[config.mk]
export PLATFORM = sky130hd
export DESIGN_NAME = trng_word_collector
export DESIGN_NICKNAME = d
export VERILOG_FILES = /design/src/rtl/trng_pkg.sv /design/src/rtl/trng_sync_fifo.sv /design/src/rtl/trng_word_collector.sv
export SDC_FILE = /design/constraint.sdc
export NUM_CORES = 1
export LEC_CHECK = 0
export BUFFER_PORTS_ARGS = -buffer_cell sky130_fd_sc_hd__buf_2
export CAP_MARGIN = 20
export CORE_MARGIN = 2
export CORE_UTILIZATION = 60
export CTS_CLUSTER_DIAMETER = 120
export CTS_CLUSTER_SIZE = 14
export DETAILED_ROUTE_END_ITERATION = 7
export PLACE_DENSITY = 0.78
export SLEW_MARGIN = 20
export SYNTH_ARGS = -nofsm -noshare
export SYNTH_HDL_FRONTEND = slang
export SYNTH_SLANG_ARGS = --single-unit
[constraint.sdc]
create_clock -name clk -period 3.3 [get_ports clk]
set_input_delay 0.825 -clock clk [delete_from_list [all_inputs] [get_ports clk]]
set_output_delay 0.825 -clock clk [all_outputs]
set_load 0.05 [all_outputs]
[src/rtl/trng_pkg.sv]
// -----------------------------------------------------------------------------
// trng_pkg
// Shared types and constants for the TRNG post-processing blocks.
//   coll_state_e    : word collector FSM state encoding (also exported on the
//                     collector debug port)
//   TRNG_WORD_W     : default width of collected entropy words
//   TRNG_RCT_*/APT_*: health-test thresholds shared with the health block
// -----------------------------------------------------------------------------
package trng_pkg;

  typedef enum logic [1:0] {
    ST_IDLE    = 2'd0,
    ST_STARTUP = 2'd1,
    ST_RUN     = 2'd2,
    ST_FAULT   = 2'd3
  } coll_state_e;

  localparam int TRNG_WORD_W     = 32;

  // Repetition-count and adaptive-proportion test limits.
  localparam int TRNG_RCT_CUTOFF = 40;
  localparam int TRNG_APT_WINDOW = 1024;
  localparam int TRNG_APT_CUTOFF = 589;

endpackage

[src/rtl/trng_sync_fifo.sv]
// -----------------------------------------------------------------------------
// trng_sync_fifo
// Show-ahead synchronous FIFO for collected entropy words.
//   clk, rst_n   : clock, asynchronous active-low reset
//   clr_i        : synchronous clear (empties the FIFO, wins over push/pop)
//   push_i       : write wdata_i; accepted when not full or when a pop
//                  happens in the same cycle
//   pop_i        : remove the head word (ignored when empty)
//   wdata_i      : word to write
//   rdata_o      : head word (0 when empty)
//   full_o       : level == DEPTH
//   empty_o      : level == 0
//   level_o      : occupied entries
// -----------------------------------------------------------------------------
module trng_sync_fifo #(
  parameter int WIDTH = 32,
  parameter int DEPTH = 4
) (
  input  logic                         clk,
  input  logic                         rst_n,
  input  logic                         clr_i,
  input  logic                         push_i,
  input  logic                         pop_i,
  input  logic [WIDTH-1:0]             wdata_i,
  output logic [WIDTH-1:0]             rdata_o,
  output logic                         full_o,
  output logic                         empty_o,
  output logic [$clog2(DEPTH+1)-1:0]   level_o
);

  localparam int AW = $clog2(DEPTH);
  localparam int LW = $clog2(DEPTH+1);

  logic [WIDTH-1:0] mem_q [DEPTH];
  logic [AW-1:0]    wr_ptr_q, rd_ptr_q;
  logic [LW-1:0]    level_q;
  logic             do_push, do_pop;

  assign full_o  = (level_q == LW'(DEPTH));
  assign empty_o = (level_q == '0);
  assign do_pop  = pop_i & ~empty_o;
  // A full FIFO can still take a word when the head leaves in the same cycle:
  // the write lands in the slot being vacated.
  assign do_push = push_i & (~full_o | do_pop);

  always_ff @(posedge clk or negedge rst_n) begin
    if (!rst_n) begin
      wr_ptr_q <= '0;
      rd_ptr_q <= '0;
      level_q  <= '0;
    end else if (clr_i) begin
      wr_ptr_q <= '0;
      rd_ptr_q <= '0;
      level_q  <= '0;
    end else begin
      if (do_push) wr_ptr_q <= wr_ptr_q + 1'b1;
      if (do_pop)  rd_ptr_q <= rd_ptr_q + 1'b1;
      if (do_push && !do_pop)      level_q <= level_q + 1'b1;
      else if (do_pop && !do_push) level_q <= level_q - 1'b1;
    end
  end

  always_ff @(posedge clk) begin
    if (do_push && !clr_i) mem_q[wr_ptr_q] <= wdata_i;
  end

  assign rdata_o = empty_o ? '0 : mem_q[rd_ptr_q];
  assign level_o = level_q;

endmodule

[src/rtl/trng_word_collector.sv]
// -----------------------------------------------------------------------------
// trng_word_collector
// Packs debiased TRNG bits into WORD_W-bit words after a startup discard run,
// queues them in a small FIFO and handles health-failure / flush recovery.
//   clk, rst_n    : clock, asynchronous active-low reset
//   bit_in        : debiased bit, qualified by bit_strobe
//   bit_strobe    : one-cycle bit-valid pulse
//   health_fail   : combined health-test failure (sticky upstream)
//   enable        : collect while high
//   flush         : one-cycle software clear request
//   health_clear  : one-cycle clear pulse to the health block
//   m_data/m_valid/m_ready : word output stream
//   startup_done  : high while in RUN
//   fault         : high while in FAULT
//   overflow      : sticky, a completed word was dropped (FIFO full)
//   fifo_level    : occupied FIFO entries
//   dbg_state     : current FSM state (coll_state_e encoding)
//
// Output handshake: m_data is the FIFO head and holds steady while
// m_valid & !m_ready; a word transfers on every cycle with m_valid & m_ready.
// m_valid does not depend on m_ready.
// -----------------------------------------------------------------------------
module trng_word_collector
  import trng_pkg::*;
#(
  parameter int WORD_W       = TRNG_WORD_W,
  parameter int FIFO_DEPTH   = 4,
  parameter int STARTUP_BITS = 1024
) (
  input  logic                              clk,
  input  logic                              rst_n,
  input  logic                              bit_in,
  input  logic                              bit_strobe,
  input  logic                              health_fail,
  input  logic                              enable,
  input  logic                              flush,
  output logic                              health_clear,
  output logic [WORD_W-1:0]                 m_data,
  output logic                              m_valid,
  input  logic                              m_ready,
  output logic                              startup_done,
  output logic                              fault,
  output logic                              overflow,
  output logic [$clog2(FIFO_DEPTH+1)-1:0]   fifo_level,
  output logic [1:0]                        dbg_state
);

  localparam int SCW = $clog2(STARTUP_BITS+1);
  localparam int BCW = $clog2(WORD_W);
  localparam logic [SCW-1:0] START_LAST = SCW'(STARTUP_BITS-1);
  localparam logic [BCW-1:0] BIT_LAST   = BCW'(WORD_W-1);

  coll_state_e       state_q, state_d;
  logic [SCW-1:0]    start_cnt_q, start_cnt_d;
  logic [BCW-1:0]    bit_cnt_q, bit_cnt_d;
  logic [WORD_W-1:0] sreg_q, sreg_d;
  logic              overflow_q, overflow_d;
  logic              hclr_q, hclr_d;

  logic              fifo_push, fifo_pop, fifo_clr;
  logic              fifo_full, fifo_empty;
  logic [WORD_W-1:0] word_next;

  // Word as it looks after shifting in the current bit; this is what gets
  // pushed on the strobe that completes a word.
  assign word_next = {sreg_q[WORD_W-2:0], bit_in};

  assign m_valid   = ~fifo_empty & (state_q != ST_FAULT);
  assign fifo_pop  = m_valid & m_ready;

  always_ff @(posedge clk or negedge rst_n) begin
    if (!rst_n) begin
      state_q     <= ST_IDLE;
      start_cnt_q <= '0;
      bit_cnt_q   <= '0;
      sreg_q      <= '0;
      overflow_q  <= 1'b0;
      hclr_q      <= 1'b0;
    end else begin
      state_q     <= state_d;
      start_cnt_q <= start_cnt_d;
      bit_cnt_q   <= bit_cnt_d;
      sreg_q      <= sreg_d;
      overflow_q  <= overflow_d;
      hclr_q      <= hclr_d;
    end
  end

  always_comb begin
    state_d     = state_q;
    start_cnt_d = start_cnt_q;
    bit_cnt_d   = bit_cnt_q;
    sreg_d      = sreg_q;
    overflow_d  = overflow_q;
    hclr_d      = 1'b0;
    fifo_clr    = 1'b0;
    fifo_push   = 1'b0;

    case (state_q)
      ST_IDLE: begin
        if (flush) begin
          hclr_d      = 1'b1;
          fifo_clr    = 1'b1;
          overflow_d  = 1'b0;
          start_cnt_d = '0;
          bit_cnt_d   = '0;
          sreg_d      = '0;
        end else if (enable) begin
          state_d     = ST_STARTUP;
          start_cnt_d = '0;
        end
      end

      ST_STARTUP, ST_RUN: begin
        if (health_fail) begin
          // Purge all entropy; a word completing this cycle is lost too.
          state_d     = ST_FAULT;
          fifo_clr    = 1'b1;
          start_cnt_d = '0;
          bit_cnt_d   = '0;
          sreg_d      = '0;
        end else if (flush) begin
          state_d     = ST_IDLE;
          hclr_d      = 1'b1;
          fifo_clr    = 1'b1;
          overflow_d  = 1'b0;
          start_cnt_d = '0;
          bit_cnt_d   = '0;
          sreg_d      = '0;
        end else if (!enable) begin
          // Partial word is dropped; queued words stay drainable.
          state_d     = ST_IDLE;
          start_cnt_d = '0;
          bit_cnt_d   = '0;
          sreg_d      = '0;
        end else if (bit_strobe) begin
          if (state_q == ST_STARTUP) begin
            if (start_cnt_q == START_LAST) begin
              state_d     = ST_RUN;
              start_cnt_d = '0;
            end else begin
              start_cnt_d = start_cnt_q + 1'b1;
            end
          end else begin
            sreg_d = word_next;
            if (bit_cnt_q == BIT_LAST) begin
              fifo_push = 1'b1;
              bit_cnt_d = '0;
            end else begin
              bit_cnt_d = bit_cnt_q + 1'b1;
            end
          end
        end
      end

      ST_FAULT: begin
        if (flush) begin
          state_d     = ST_IDLE;
          hclr_d      = 1'b1;
          fifo_clr    = 1'b1;
          overflow_d  = 1'b0;
          start_cnt_d = '0;
          bit_cnt_d   = '0;
          sreg_d      = '0;
        end
      end

      default: state_d = ST_IDLE;
    endcase

    // Mirrors the FIFO's accept rule so the drop is flagged exactly when the
    // FIFO refuses the word.
    if (fifo_push && fifo_full && !fifo_pop) overflow_d = 1'b1;
  end

  trng_sync_fifo #(
    .WIDTH (WORD_W),
    .DEPTH (FIFO_DEPTH)
  ) u_fifo (
    .clk     (clk),
    .rst_n   (rst_n),
    .clr_i   (fifo_clr),
    .push_i  (fifo_push),
    .pop_i   (fifo_pop),
    .wdata_i (word_next),
    .rdata_o (m_data),
    .full_o  (fifo_full),
    .empty_o (fifo_empty),
    .level_o (fifo_level)
  );

  assign health_clear = hclr_q;
  assign startup_done = (state_q == ST_RUN);
  assign fault        = (state_q == ST_FAULT);
  assign overflow     = overflow_q;
  assign dbg_state    = state_q;

endmodule
==> run_summary.xml, run 1 <==
<?xml version="1.0" encoding="UTF-8"?>
<metrics>
  <group name="drt">
    <metric name="detail_route.first_pass.iterations" unit="">5</metric>
    <metric name="drt_drc_violations_left" unit="">0</metric>
    <metric name="wl_per_cell" unit="um">19.3</metric>
    <metric name="drt_iter0_markers" unit="">371</metric>
    <metric name="drtAntennaViolNets" unit="">0</metric>
    <metric name="detailroute.via_count" unit="">4284</metric>
    <metric name="vias_per_cell" unit="">5.80</metric>
    <metric name="wirelength" unit="mm">14.2</metric>
  </group>
  <group name="run_status">
    <metric name="run_status" unit="">finished, final reports clean</metric>
  </group>
  <group name="synth">
    <metric name="synth_enable_flop_cells" unit="">128</metric>
    <metric name="mappedNetlistArea" unit="um2">7910</metric>
    <metric name="top_area_cells_in_the_synthesized_netlist" unit="">sky130_fd_sc_hd__edfxtp_1 (49%), sky130_fd_sc_hd__dfrtp_1 (18%), sky130_fd_sc_hd__mux4_2 (9.1%)</metric>
    <metric name="yosys_most_used_dff" unit="">sky130_fd_sc_hd__edfxtp_1</metric>
    <metric name="synth_largest_area_cell" unit="">sky130_fd_sc_hd__edfxtp_1</metric>
    <metric name="synth_area_per_cell" unit="um2">16.0</metric>
    <metric name="synth_warnings" unit="">0</metric>
    <metric name="synth-seq-area-share" unit="%">66.9</metric>
    <metric name="synth.net_count" unit="">516</metric>
    <metric name="ys_ff_latch" unit="">186</metric>
    <metric name="postSynth.asyncResetShare" unit="%">31.2</metric>
    <metric name="synthCells" unit="">496</metric>
    <metric name="ys_types" unit="">57</metric>
    <metric name="synth.top_cell.area_share" unit="%">48.6</metric>
  </group>
  <group name="setup_path">
    <metric name="worst_r2r_path_depth" unit="">9</metric>
    <metric name="maximum_fanout_count_along_the_critical_path" unit="">13</metric>
    <metric name="critPathArrivalTime" unit="ns">2.23</metric>
    <metric name="worstReg2RegStart" unit="">bit_cnt_q[0]</metric>
    <metric name="critPathMaxStageDelay" unit="ns">0.60</metric>
    <metric name="critical_path.slowest_cell" unit="">sky130_fd_sc_hd__dfrtp_4</metric>
    <metric name="critical_path_required" unit="ns">2.47</metric>
    <metric name="critical_path.cell_chain" unit="">buf_4 -&gt; mux4_2 -&gt; and2_1 -&gt; buf_2</metric>
    <metric name="worstSetupStartpointType" unit="">flip-flop</metric>
    <metric name="timing_worst_setup_path_type" unit="">reg -&gt; out</metric>
    <metric name="cp-end-kind" unit="">output pin</metric>
    <metric name="worstSetupStartpoint" unit="">u_fifo.rd_ptr_q[0]</metric>
  </group>
  <group name="die">
    <metric name="die_height" unit="um">119</metric>
    <metric name="die_w" unit="um">119</metric>
    <metric name="i_o_pins" unit="">50</metric>
    <metric name="core_area" unit="um2">12700</metric>
    <metric name="initial_utilization" unit="%">62.2</metric>
    <metric name="fp.dieArea" unit="um2">14100</metric>
    <metric name="placementRows" unit="">41</metric>
  </group>
  <group name="timing">
    <metric name="setup_repair_after_global_routing_missed_its_margin" unit="">no</metric>
    <metric name="finalClockSkew" unit="ns">0.00647</metric>
    <metric name="tns" unit="ns">0</metric>
    <metric name="max-slew-margin-rel" unit="%">27.9</metric>
    <metric name="achievable-frequency" unit="MHz">328</metric>
    <metric name="timing_hold_violations_final" unit="">0</metric>
    <metric name="final_critical_path_setup_slack" unit="ns">0.250</metric>
    <metric name="layout_min_cycle_time" unit="ns">3.05</metric>
    <metric name="drv_slew" unit="">0</metric>
    <metric name="hold_slack" unit="ns">0.458</metric>
    <metric name="final.period_utilization" unit="%">92.4</metric>
    <metric name="setup_viol" unit="">0</metric>
    <metric name="worst_slew_pin_tran" unit="ns">1.08</metric>
  </group>
  <group name="global_routing">
    <metric name="first_global_vias" unit="">4561</metric>
    <metric name="grt_remaining_overflow" unit="">0</metric>
    <metric name="grt_max_degree" unit="">36</metric>
    <metric name="first_pass_grt_wire_length" unit="mm">23.5</metric>
    <metric name="antenna_found_initial" unit="">0</metric>
    <metric name="groute.usage.overall" unit="%">22.0</metric>
  </group>
  <group name="layout">
    <metric name="drive_gt1_share" unit="%">25.0</metric>
    <metric name="insertedDiodeCount" unit="">0</metric>
    <metric name="area_growth" unit="%">14.6</metric>
    <metric name="nNetsFinal" unit="">574</metric>
  </group>
  <group name="placed_design">
    <metric name="place_ws" unit="ns">0.526</metric>
    <metric name="portBuffers" unit="">49</metric>
    <metric name="place_congestion" unit="">0.795</metric>
    <metric name="dp_hpwl" unit="mm">8.55</metric>
  </group>
  <group name="power_and_ir_drop">
    <metric name="vdd_drop_max" unit="mV">0.444</metric>
    <metric name="power.leakage" unit="nW">3.67</metric>
    <metric name="power.density_cell_area" unit="nW/um2">578</metric>
    <metric name="final_power" unit="W">0.00524</metric>
  </group>
  <group name="clocking">
    <metric name="cts_resized" unit="">0</metric>
    <metric name="clock_tree.buffer_depth" unit="">2</metric>
    <metric name="tritoncts_num_sinks" unit="">186</metric>
    <metric name="root_buffer" unit="">sky130_fd_sc_hd__clkbuf_16</metric>
    <metric name="cts_post_setup_buffers_inserted" unit="">0</metric>
    <metric name="cts_htree_levels" unit="">4</metric>
    <metric name="ctsHoldBuffers" unit="">0</metric>
    <metric name="clk_pin_slew" unit="ns">0.06</metric>
    <metric name="tritoncts_clock_tree" unit="">built</metric>
    <metric name="inserted_clock_buffers" unit="">17</metric>
    <metric name="clk-insertion-delay-late" unit="ns">0.42</metric>
  </group>
  <group name="run">
    <metric name="max_cap_check_violation_count" unit="">0</metric>
  </group>
  <group name="min_path">
    <metric name="holdCritPathClass" unit="">in -&gt; async</metric>
  </group>
</metrics>
layer usage:
layer / up-vias / GRT usage (%) / part of all wire, % / wire length (um)
li1: 1967 / - / - / -
met1: 2200 / 28.5 / 44 / 6190
met2: 104 / 37.3 / 52 / 7350
met3: 13 / 4.84 / 3.5 / 497
met4: 0 / 7.29 / 1.3 / 190
met5: - / 0 / 0 / 0
synth_stat cells (7+ instances only):
cell	number
sky130_fd_sc_hd__edfxtp_1	128
sky130_fd_sc_hd__mux2i_1	20
sky130_fd_sc_hd__mux2_4	10
sky130_fd_sc_hd__mux2_1	7
sky130_fd_sc_hd__mux4_2	32
sky130_fd_sc_hd__dfrtp_1	58
sky130_fd_sc_hd__inv_1	28
sky130_fd_sc_hd__clkbuf_1	12
sky130_fd_sc_hd__nand2_1	27
sky130_fd_sc_hd__and2_1	37
sky130_fd_sc_hd__nor2_1	23
sky130_fd_sc_hd__buf_2	7
sky130_fd_sc_hd__ha_1	11
sky130_fd_sc_hd__o21ai_0	8
sky130_fd_sc_hd__nand3_1	7
where the power goes:
| part | internal (W) | switching (W) | total [W] |
|---|---|---|---|
| combinational | 0.000190 | 0.000363 | 0.000552 |
| clock | 0.00138 | 0.000790 | 0.00217 |
| sequential | 0.00250 | 0.0000231 | 0.00252 |
| total | 0.00406 | 0.00118 | 0.00524 |
layout by cell type (no fill, tap or decap), types with 5 or more instances in the layout:
cell,Yosys,final
sky130_fd_sc_hd__a21oi_1,5,5
sky130_fd_sc_hd__and2_1,37,37
sky130_fd_sc_hd__buf_12,0,6
sky130_fd_sc_hd__buf_2,7,49
sky130_fd_sc_hd__buf_4,2,7
sky130_fd_sc_hd__bufinv_16,0,5
sky130_fd_sc_hd__clkbuf_16,0,17
sky130_fd_sc_hd__dfrtp_1,58,57
sky130_fd_sc_hd__edfxtp_1,128,128
sky130_fd_sc_hd__ha_1,11,11
sky130_fd_sc_hd__inv_1,28,28
sky130_fd_sc_hd__mux2_1,7,7
sky130_fd_sc_hd__mux2_4,10,10
sky130_fd_sc_hd__mux2i_1,20,20
sky130_fd_sc_hd__mux4_2,32,32
sky130_fd_sc_hd__nand2_1,27,27
sky130_fd_sc_hd__nand2b_1,5,5
sky130_fd_sc_hd__nand3_1,7,7
sky130_fd_sc_hd__nor2_1,23,23
sky130_fd_sc_hd__o21ai_0,8,8
sky130_fd_sc_hd__o31ai_1,5,5
final timing paths:
path	end	slack (ns)
max in group asynchronous	sreg_q[13]	2.14
worst min register to register	start_cnt_q[10]	0.48
worst min-delay path	start_cnt_q[0]	0.46
worst max-delay path	m_data[9]	0.25
worst max register to register	u_fifo.level_o[2]	0.68
min in group clk	start_cnt_q[10]	0.48
critical path, delay by kind of cell, from the launching register on:
family | cells | cell delay (ns)
simple gates | 1 | 0.16
mux | 1 | 0.53
flops | 1 | 0.60
buf+inv | 2 | 0.50
registers in the layout, summed over array words and instances, names as in the netlist:
| name | cells |
|---|---|
| overflow | 1 |
| health_clear | 1 |
| sreg_q | 31 |
| u_fifo.rd_ptr_q | 2 |
| dbg_state | 2 |
| u_fifo.wr_ptr_q | 2 |
| u_fifo.level_o | 3 |
| bit_cnt_q | 5 |
| u_fifo.mem_q | 128 |
| start_cnt_q | 11 |
cell families (layout without fill, tap and decap cells):
group | count (synthesis) | count (layout) | synth area share (%)
compound gates | 46 | 46 | 4.51
flops | 186 | 186 | 66.9
simple gates | 129 | 129 | 8.84
buf+inv | 51 | 122 | 2.81
mux | 71 | 71 | 14.8
fa+ha+maj | 12 | 12 | 1.99
xor+xnor | 1 | 1 | 0.111
layout make-up:
class                           instances  area (um2)
Clock buffer                           23         468
Clock inverter                          9         169
Fill cell                             839        3650
Inverter                               28         105
Multi-Input combinational cell        259        2390
Sequential cell                       186        5300
Tap cell                              172         215
Timing Repair Buffer                   62         418
stage by stage:
stage               instance area (um2)  instances  util [%]
floorplan                          7910        496         -
detailed placement                 8430        707      66.3
CTS                                9070        739      71.3
global route                       9070        739      71.3
global placement                   8430        707      66.3
finish                             9070        739      71.3
No activity file was read; power rests on OpenSTA's default activity.
==> run 2, diff against run 1 <==
Settings changed: BUFFER_PORTS_ARGS -buffer_cell sky130_fd_sc_hd__buf_2 to -buffer_cell sky130_fd_sc_hd__buf_4.
==> run 2 against run 1 <==
Via count barely moved. Non-clock buffer count fell by 3. Die area did not move. Critical path depth did not move.
==> run_summary.xml, run 2 (synthesized netlist as in run 1, its figures left out) <==
<?xml version="1.0" encoding="UTF-8"?>
<metrics>
  <group name="run_status">
    <metric name="run_status" unit="">finished, final reports clean</metric>
  </group>
  <group name="die">
    <metric name="die_height" unit="um">119</metric>
    <metric name="die_w" unit="um">119</metric>
    <metric name="placementRows" unit="">41</metric>
    <metric name="i_o_pins" unit="">50</metric>
    <metric name="core_area" unit="um2">12700</metric>
    <metric name="initial_utilization" unit="%">62.2</metric>
    <metric name="fp.dieArea" unit="um2">14100</metric>
  </group>
  <group name="clocking">
    <metric name="clock_tree.buffer_depth" unit="">2</metric>
    <metric name="clk-insertion-delay-late" unit="ns">0.42</metric>
    <metric name="tritoncts_clock_tree" unit="">built</metric>
    <metric name="inserted_clock_buffers" unit="">17</metric>
    <metric name="cts_resized" unit="">0</metric>
    <metric name="ctsHoldBuffers" unit="">0</metric>
    <metric name="tritoncts_num_sinks" unit="">186</metric>
    <metric name="cts_htree_levels" unit="">4</metric>
    <metric name="root_buffer" unit="">sky130_fd_sc_hd__clkbuf_16</metric>
    <metric name="clk_pin_slew" unit="ns">0.06</metric>
    <metric name="cts_post_setup_buffers_inserted" unit="">0</metric>
  </group>
  <group name="setup_path">
    <metric name="critical_path.cell_chain" unit="">buf_12 -&gt; mux4_2 -&gt; and2_1 -&gt; buf_4</metric>
    <metric name="timing_worst_setup_path_type" unit="">reg -&gt; out</metric>
    <metric name="maximum_fanout_count_along_the_critical_path" unit="">32</metric>
    <metric name="critical_path_required" unit="ns">2.47</metric>
    <metric name="cp-end-kind" unit="">output pin</metric>
    <metric name="critPathMaxStageDelay" unit="ns">0.58</metric>
    <metric name="cpLargestDelayFamily" unit="">multiplexers</metric>
    <metric name="critical_path.slowest_cell" unit="">sky130_fd_sc_hd__mux4_2</metric>
    <metric name="critPathArrivalTime" unit="ns">2.06</metric>
    <metric name="worstSetupStartpointType" unit="">flip-flop</metric>
    <metric name="critPathBufInv" unit="">2</metric>
  </group>
  <group name="placed_design">
    <metric name="place_ws" unit="ns">0.548</metric>
    <metric name="portBuffers" unit="">49</metric>
    <metric name="dpl_cell_area" unit="um2">8520</metric>
    <metric name="dp_hpwl" unit="mm">8.25</metric>
    <metric name="place_congestion" unit="">0.836</metric>
  </group>
  <group name="power_and_ir_drop">
    <metric name="power.leakage" unit="nW">3.64</metric>
    <metric name="final_power" unit="W">0.00513</metric>
    <metric name="vdd_drop_max" unit="mV">0.541</metric>
    <metric name="power.density_cell_area" unit="nW/um2">562</metric>
  </group>
  <group name="timing">
    <metric name="tns" unit="ns">0</metric>
    <metric name="final.period_utilization" unit="%">87.4</metric>
    <metric name="setup_repair_after_global_routing_missed_its_margin" unit="">no</metric>
    <metric name="final_critical_path_setup_slack" unit="ns">0.416</metric>
    <metric name="max-slew-margin-rel" unit="%">30.0</metric>
    <metric name="worst_slew_pin_tran" unit="ns">1.05</metric>
    <metric name="achievable-frequency" unit="MHz">347</metric>
    <metric name="layout_min_cycle_time" unit="ns">2.88</metric>
    <metric name="timing_hold_violations_final" unit="">0</metric>
    <metric name="finalClockSkew" unit="ns">0.00762</metric>
    <metric name="setup_viol" unit="">0</metric>
    <metric name="drv_slew" unit="">0</metric>
  </group>
  <group name="drt">
    <metric name="drtAntennaViolNets" unit="">0</metric>
    <metric name="detail_route.first_pass.iterations" unit="">4</metric>
    <metric name="wl_per_cell" unit="um">18.9</metric>
    <metric name="detailroute.via_count" unit="">4288</metric>
    <metric name="drt_iter0_markers" unit="">251</metric>
    <metric name="wirelength" unit="mm">13.9</metric>
    <metric name="vias_per_cell" unit="">5.83</metric>
    <metric name="drt_drc_violations_left" unit="">0</metric>
  </group>
  <group name="run">
    <metric name="max_cap_check_violation_count" unit="">0</metric>
  </group>
  <group name="global_routing">
    <metric name="grt_remaining_overflow" unit="">0</metric>
    <metric name="groute.usage.overall" unit="%">21.4</metric>
    <metric name="antenna_found_initial" unit="">0</metric>
    <metric name="first_global_vias" unit="">4469</metric>
    <metric name="grt_max_degree" unit="">59</metric>
    <metric name="first_pass_grt_wire_length" unit="mm">23.1</metric>
  </group>
  <group name="layout">
    <metric name="nNetsFinal" unit="">571</metric>
    <metric name="largest_register" unit="">u_fifo.mem_q</metric>
    <metric name="largestRegisters" unit="">u_fifo.mem_q (128), sreg_q (31), start_cnt_q (11)</metric>
    <metric name="multi_input_area" unit="um2">2390</metric>
    <metric name="post-route-cell-area" unit="um2">9120</metric>
    <metric name="insertedDiodeCount" unit="">0</metric>
    <metric name="number_of_flip_flops_under_the_largest_register_name" unit="">128</metric>
    <metric name="layout.filler_cells" unit="">846</metric>
    <metric name="mostFrequentLayoutCell" unit="">sky130_fd_sc_hd__edfxtp_1</metric>
    <metric name="seq_area" unit="um2">5300</metric>
    <metric name="drive_gt1_share" unit="%">25.4</metric>
    <metric name="fin_util" unit="%">71.7</metric>
    <metric name="most_used_cells_in_the_layout_excluding_fill_and_tap_cells" unit="">sky130_fd_sc_hd__edfxtp_1 (128), sky130_fd_sc_hd__dfrtp_1 (57), sky130_fd_sc_hd__buf_4 (54)</metric>
    <metric name="area_growth" unit="%">15.3</metric>
  </group>
  <group name="min_path">
    <metric name="holdCritPathClass" unit="">in -&gt; async</metric>
  </group>
</metrics>
-- run 2: changes by cell type in the layout (fill, tap and decap cells not counted) --
| cell | previous run | this run |
|---|---|---|
| sky130_fd_sc_hd__clkinv_2 | 0 | 2 |
| sky130_fd_sc_hd__bufinv_16 | 5 | 3 |
| sky130_fd_sc_hd__clkinvlp_4 | 1 | 3 |
| sky130_fd_sc_hd__buf_4 | 7 | 54 |
| sky130_fd_sc_hd__clkinv_4 | 0 | 1 |
| sky130_fd_sc_hd__dfrtp_4 | 1 | 0 |
| sky130_fd_sc_hd__buf_12 | 6 | 5 |
| sky130_fd_sc_hd__clkinv_1 | 3 | 0 |
| sky130_fd_sc_hd__buf_2 | 49 | 0 |
| sky130_fd_sc_hd__clkbuf_1 | 4 | 3 |
| sky130_fd_sc_hd__inv_6 | 0 | 1 |
| sky130_fd_sc_hd__dfrtp_2 | 0 | 1 |
-- run 2: report_power, final --
| group | total [W] | switching (W) | internal (W) |
|---|---|---|---|
| clock network | 0.00205 | 0.000819 | 0.00123 |
| logic | 0.000561 | 0.000357 | 0.000203 |
| registers | 0.00252 | 0.0000222 | 0.00250 |
-- run 2: worst paths after layout --
kind	start	endpoint	slack (ns)	cells after the start
worst max register to register	bit_cnt_q[0]	u_fifo.level_o[2]	0.64	9
worst max-delay path	u_fifo.rd_ptr_q[0]	m_data[10]	0.42	4
worst min-delay path	rst_n	health_clear	0.46	1
max in group asynchronous	rst_n	u_fifo.rd_ptr_q[0]	2.30	1
worst min register to register	start_cnt_q[10]	start_cnt_q[10]	0.48	1
min in group clk	start_cnt_q[10]	start_cnt_q[10]	0.48	1
-- run 2: metrics by stage --
stage	std cells	hold WS, ns
6_report	736	0.463
5_1_grt	736	0.518
4_1_cts	736	0.481
3_5_place_dp	704	0.467
3_3_place_gp	704	0.467
2_1_floorplan	496	0.448
-- run 2: per-layer routing --
| layer | part of all wire (%) | track usage [%] | up-vias |
|---|---|---|---|
| li1 | - | - | 1972 |
| met1 | 42 | 27.3 | 2197 |
| met2 | 53 | 36.5 | 102 |
| met3 | 3.3 | 4.26 | 17 |
| met4 | 1.8 | 8.63 | 0 |
| met5 | 0 | 0 | - |
-- run 2: area by class of cell --
class	instances	share of cell area, %
Clock inverter	10	1.54
Tap cell	172	2.36
Inverter	28	1.15
Clock buffer	22	5.09
Sequential cell	186	58.1
Multi-Input combinational cell	259	26.3
Timing Repair Buffer	59	5.54
==> run 3, diff against run 2 <==
==> constraint.sdc (replaced) <==
create_clock -name clk -period 3.3 [get_ports clk]
set_input_delay 0.495 -clock clk [delete_from_list [all_inputs] [get_ports clk]]
set_output_delay 0.495 -clock clk [all_outputs]
set_load 0.05 [all_outputs]
==> run 3 against run 2 <==
Clock power grew 6%. Fmax is 2.4% lower. Register-to-register slack got worse by 0.07 ns. Via count decreased by 0.28%. Combinational power rose by 3%. Sequential share of layout area shrank 0.072 points. Sequential cell count stayed put. Critical endpoint is now m_data[24]. Largest power group unchanged. Highest routed layer unchanged.
==> run_summary.xml, run 3 (synthesized netlist as in run 1, its figures left out) <==
<?xml version="1.0" encoding="UTF-8"?>
<metrics>
  <group name="placed_design">
    <metric name="place_ws" unit="ns">0.586</metric>
    <metric name="dp_hpwl" unit="mm">8.41</metric>
    <metric name="place_congestion" unit="">0.839</metric>
    <metric name="portBuffers" unit="">49</metric>
  </group>
  <group name="drt">
    <metric name="drtAntennaViolNets" unit="">0</metric>
    <metric name="drt_drc_violations_left" unit="">0</metric>
    <metric name="detailroute.via_count" unit="">4276</metric>
    <metric name="vias_per_cell" unit="">5.79</metric>
    <metric name="wirelength" unit="mm">14.1</metric>
    <metric name="wl_per_cell" unit="um">19.0</metric>
    <metric name="drt_iter0_markers" unit="">269</metric>
    <metric name="detail_route.first_pass.iterations" unit="">5</metric>
  </group>
  <group name="timing">
    <metric name="setup_repair_after_global_routing_missed_its_margin" unit="">no</metric>
    <metric name="achievable-frequency" unit="MHz">338</metric>
    <metric name="worst_slew_pin_tran" unit="ns">0.745</metric>
    <metric name="tns" unit="ns">0</metric>
    <metric name="final.period_utilization" unit="%">89.5</metric>
    <metric name="finalClockSkew" unit="ns">0.00445</metric>
    <metric name="timing_hold_violations_final" unit="">0</metric>
    <metric name="setup_viol" unit="">0</metric>
    <metric name="final_critical_path_setup_slack" unit="ns">0.345</metric>
    <metric name="drv_slew" unit="">0</metric>
    <metric name="max-slew-margin-rel" unit="%">50.3</metric>
    <metric name="layout_min_cycle_time" unit="ns">2.96</metric>
  </group>
  <group name="layout">
    <metric name="mostFrequentLayoutCell" unit="">sky130_fd_sc_hd__edfxtp_1</metric>
    <metric name="layout.filler_cells" unit="">841</metric>
    <metric name="largestRegisters" unit="">u_fifo.mem_q (128), sreg_q (31), start_cnt_q (11)</metric>
    <metric name="most_used_cells_in_the_layout_excluding_fill_and_tap_cells" unit="">sky130_fd_sc_hd__edfxtp_1 (128), sky130_fd_sc_hd__buf_4 (61), sky130_fd_sc_hd__dfrtp_1 (57)</metric>
    <metric name="insertedDiodeCount" unit="">0</metric>
    <metric name="number_of_flip_flops_under_the_largest_register_name" unit="">128</metric>
    <metric name="area_growth" unit="%">15.4</metric>
    <metric name="nNetsFinal" unit="">574</metric>
    <metric name="largest_register" unit="">u_fifo.mem_q</metric>
    <metric name="drive_gt1_share" unit="%">26.3</metric>
  </group>
  <group name="setup_path">
    <metric name="worstSetupStartpointType" unit="">flip-flop</metric>
    <metric name="cp-end-kind" unit="">output pin</metric>
    <metric name="critPathArrivalTime" unit="ns">2.46</metric>
    <metric name="critical_path_required" unit="ns">2.80</metric>
    <metric name="reg2reg_setup_slack" unit="ns">0.57</metric>
    <metric name="critical_path.slowest_cell" unit="">sky130_fd_sc_hd__dfrtp_2</metric>
    <metric name="timing_worst_setup_path_type" unit="">reg -&gt; out</metric>
    <metric name="cpLargestDelayFamily" unit="">flip-flops</metric>
    <metric name="worst_r2r_path_depth" unit="">9</metric>
    <metric name="critPathMaxStageDelay" unit="ns">0.80</metric>
    <metric name="worstReg2RegStart" unit="">dbg_state[0]</metric>
    <metric name="r2r-end" unit="">u_fifo.level_o[2]</metric>
    <metric name="maximum_fanout_count_along_the_critical_path" unit="">21</metric>
    <metric name="worstSetupStartpoint" unit="">u_fifo.rd_ptr_q[0]</metric>
    <metric name="worst_path_most_repeated_cell" unit="">sky130_fd_sc_hd__buf_4</metric>
    <metric name="critPathBufInv" unit="">2</metric>
    <metric name="critical_path.cell_chain" unit="">buf_4 -&gt; mux4_2 -&gt; and2_1 -&gt; buf_4</metric>
  </group>
  <group name="power_and_ir_drop">
    <metric name="combinational_share_of_power" unit="%">11.0</metric>
    <metric name="p_sw" unit="W">0.00120</metric>
    <metric name="final_power" unit="W">0.00527</metric>
    <metric name="clkPwrFrac" unit="%">41.2</metric>
    <metric name="power.switching_fraction" unit="%">22.8</metric>
    <metric name="vdd_drop_max" unit="mV">0.450</metric>
    <metric name="power.leakage" unit="nW">3.67</metric>
    <metric name="power.density_cell_area" unit="nW/um2">577</metric>
    <metric name="sequentialPowerShare" unit="%">47.8</metric>
    <metric name="power.internal" unit="W">0.00406</metric>
  </group>
  <group name="clocking">
    <metric name="clock_tree.buffer_depth" unit="">2</metric>
    <metric name="clk-insertion-delay-late" unit="ns">0.42</metric>
    <metric name="clk_pin_slew" unit="ns">0.06</metric>
    <metric name="cts_resized" unit="">0</metric>
    <metric name="cts_post_setup_buffers_inserted" unit="">0</metric>
    <metric name="tritoncts_clock_tree" unit="">built</metric>
    <metric name="root_buffer" unit="">sky130_fd_sc_hd__clkbuf_16</metric>
    <metric name="inserted_clock_buffers" unit="">17</metric>
    <metric name="cts_htree_levels" unit="">4</metric>
    <metric name="ctsHoldBuffers" unit="">0</metric>
    <metric name="tritoncts_num_sinks" unit="">186</metric>
  </group>
  <group name="die">
    <metric name="initial_utilization" unit="%">62.2</metric>
    <metric name="core_area" unit="um2">12700</metric>
    <metric name="placementRows" unit="">41</metric>
    <metric name="fp.dieArea" unit="um2">14100</metric>
    <metric name="die_height" unit="um">119</metric>
    <metric name="die_w" unit="um">119</metric>
    <metric name="i_o_pins" unit="">50</metric>
  </group>
  <group name="global_routing">
    <metric name="first_global_vias" unit="">4420</metric>
    <metric name="groute.usage.overall" unit="%">21.4</metric>
    <metric name="grt_remaining_overflow" unit="">0</metric>
    <metric name="first_pass_grt_wire_length" unit="mm">22.9</metric>
    <metric name="grt_max_degree" unit="">59</metric>
    <metric name="antenna_found_initial" unit="">0</metric>
  </group>
  <group name="run_status">
    <metric name="run_status" unit="">finished, final reports clean</metric>
  </group>
  <group name="run">
    <metric name="max_cap_check_violation_count" unit="">0</metric>
  </group>
  <group name="min_path">
    <metric name="holdCritPathClass" unit="">in -&gt; async</metric>
  </group>
</metrics>
## run 3: worst max-delay path by stage
stage          slack [ns]  depth (start not counted)                  to
2_1_floorplan        0.11                          6  u_fifo.mem_q[0][0]
3_3_place_gp         0.74                          4          m_data[15]
3_5_place_dp         0.59                          9   u_fifo.level_o[2]
4_1_cts              0.27                          4          m_data[31]
5_1_grt              0.21                          4          m_data[31]
6_report             0.34                          4          m_data[24]
## run 3: final cells by class
type	count	area (um2)	area share [%]
clock buffer	19	443	4.85
clock inverter	13	199	2.18
inverter	28	105	1.15
multi-input combinational	259	2400	26.2
sequential	186	5300	58.0
tap	172	215	2.36
timing repair buffer	62	478	5.23
## run 3: power by group through the flow
stage / clock (W) / combinational [W] / sequential, W
after floorplan: 0 / 0.000404 / 0.00261
after global placement: 0 / 0.000569 / 0.00256
after detailed placement: 0 / 0.000578 / 0.00257
after CTS: 0.00220 / 0.000579 / 0.00252
after global routing: 0.00230 / 0.000622 / 0.00252
final: 0.00217 / 0.000578 / 0.00252
## run 3: through the flow
| stage | utilization (%) | hold WS, ns | instances | area, um2 |
|---|---|---|---|---|
| floorplan | - | 0.199 | 496 | 7910 |
| global placement | 66.7 | 0.465 | 707 | 8490 |
| detailed placement | 66.7 | 0.490 | 707 | 8490 |
| CTS | 71.8 | 0.157 | 739 | 9130 |
| global route | 71.8 | 0.192 | 739 | 9130 |
| finish | 71.8 | 0.113 | 739 | 9130 |
## run 3: metal layers
layer / share of wire (%) / GRT usage [%]
met1: 44 / 28.2
met2: 52 / 35.6
met4: 1.4 / 7.81
met5: 0 / 0
met3: 3.3 / 4.21
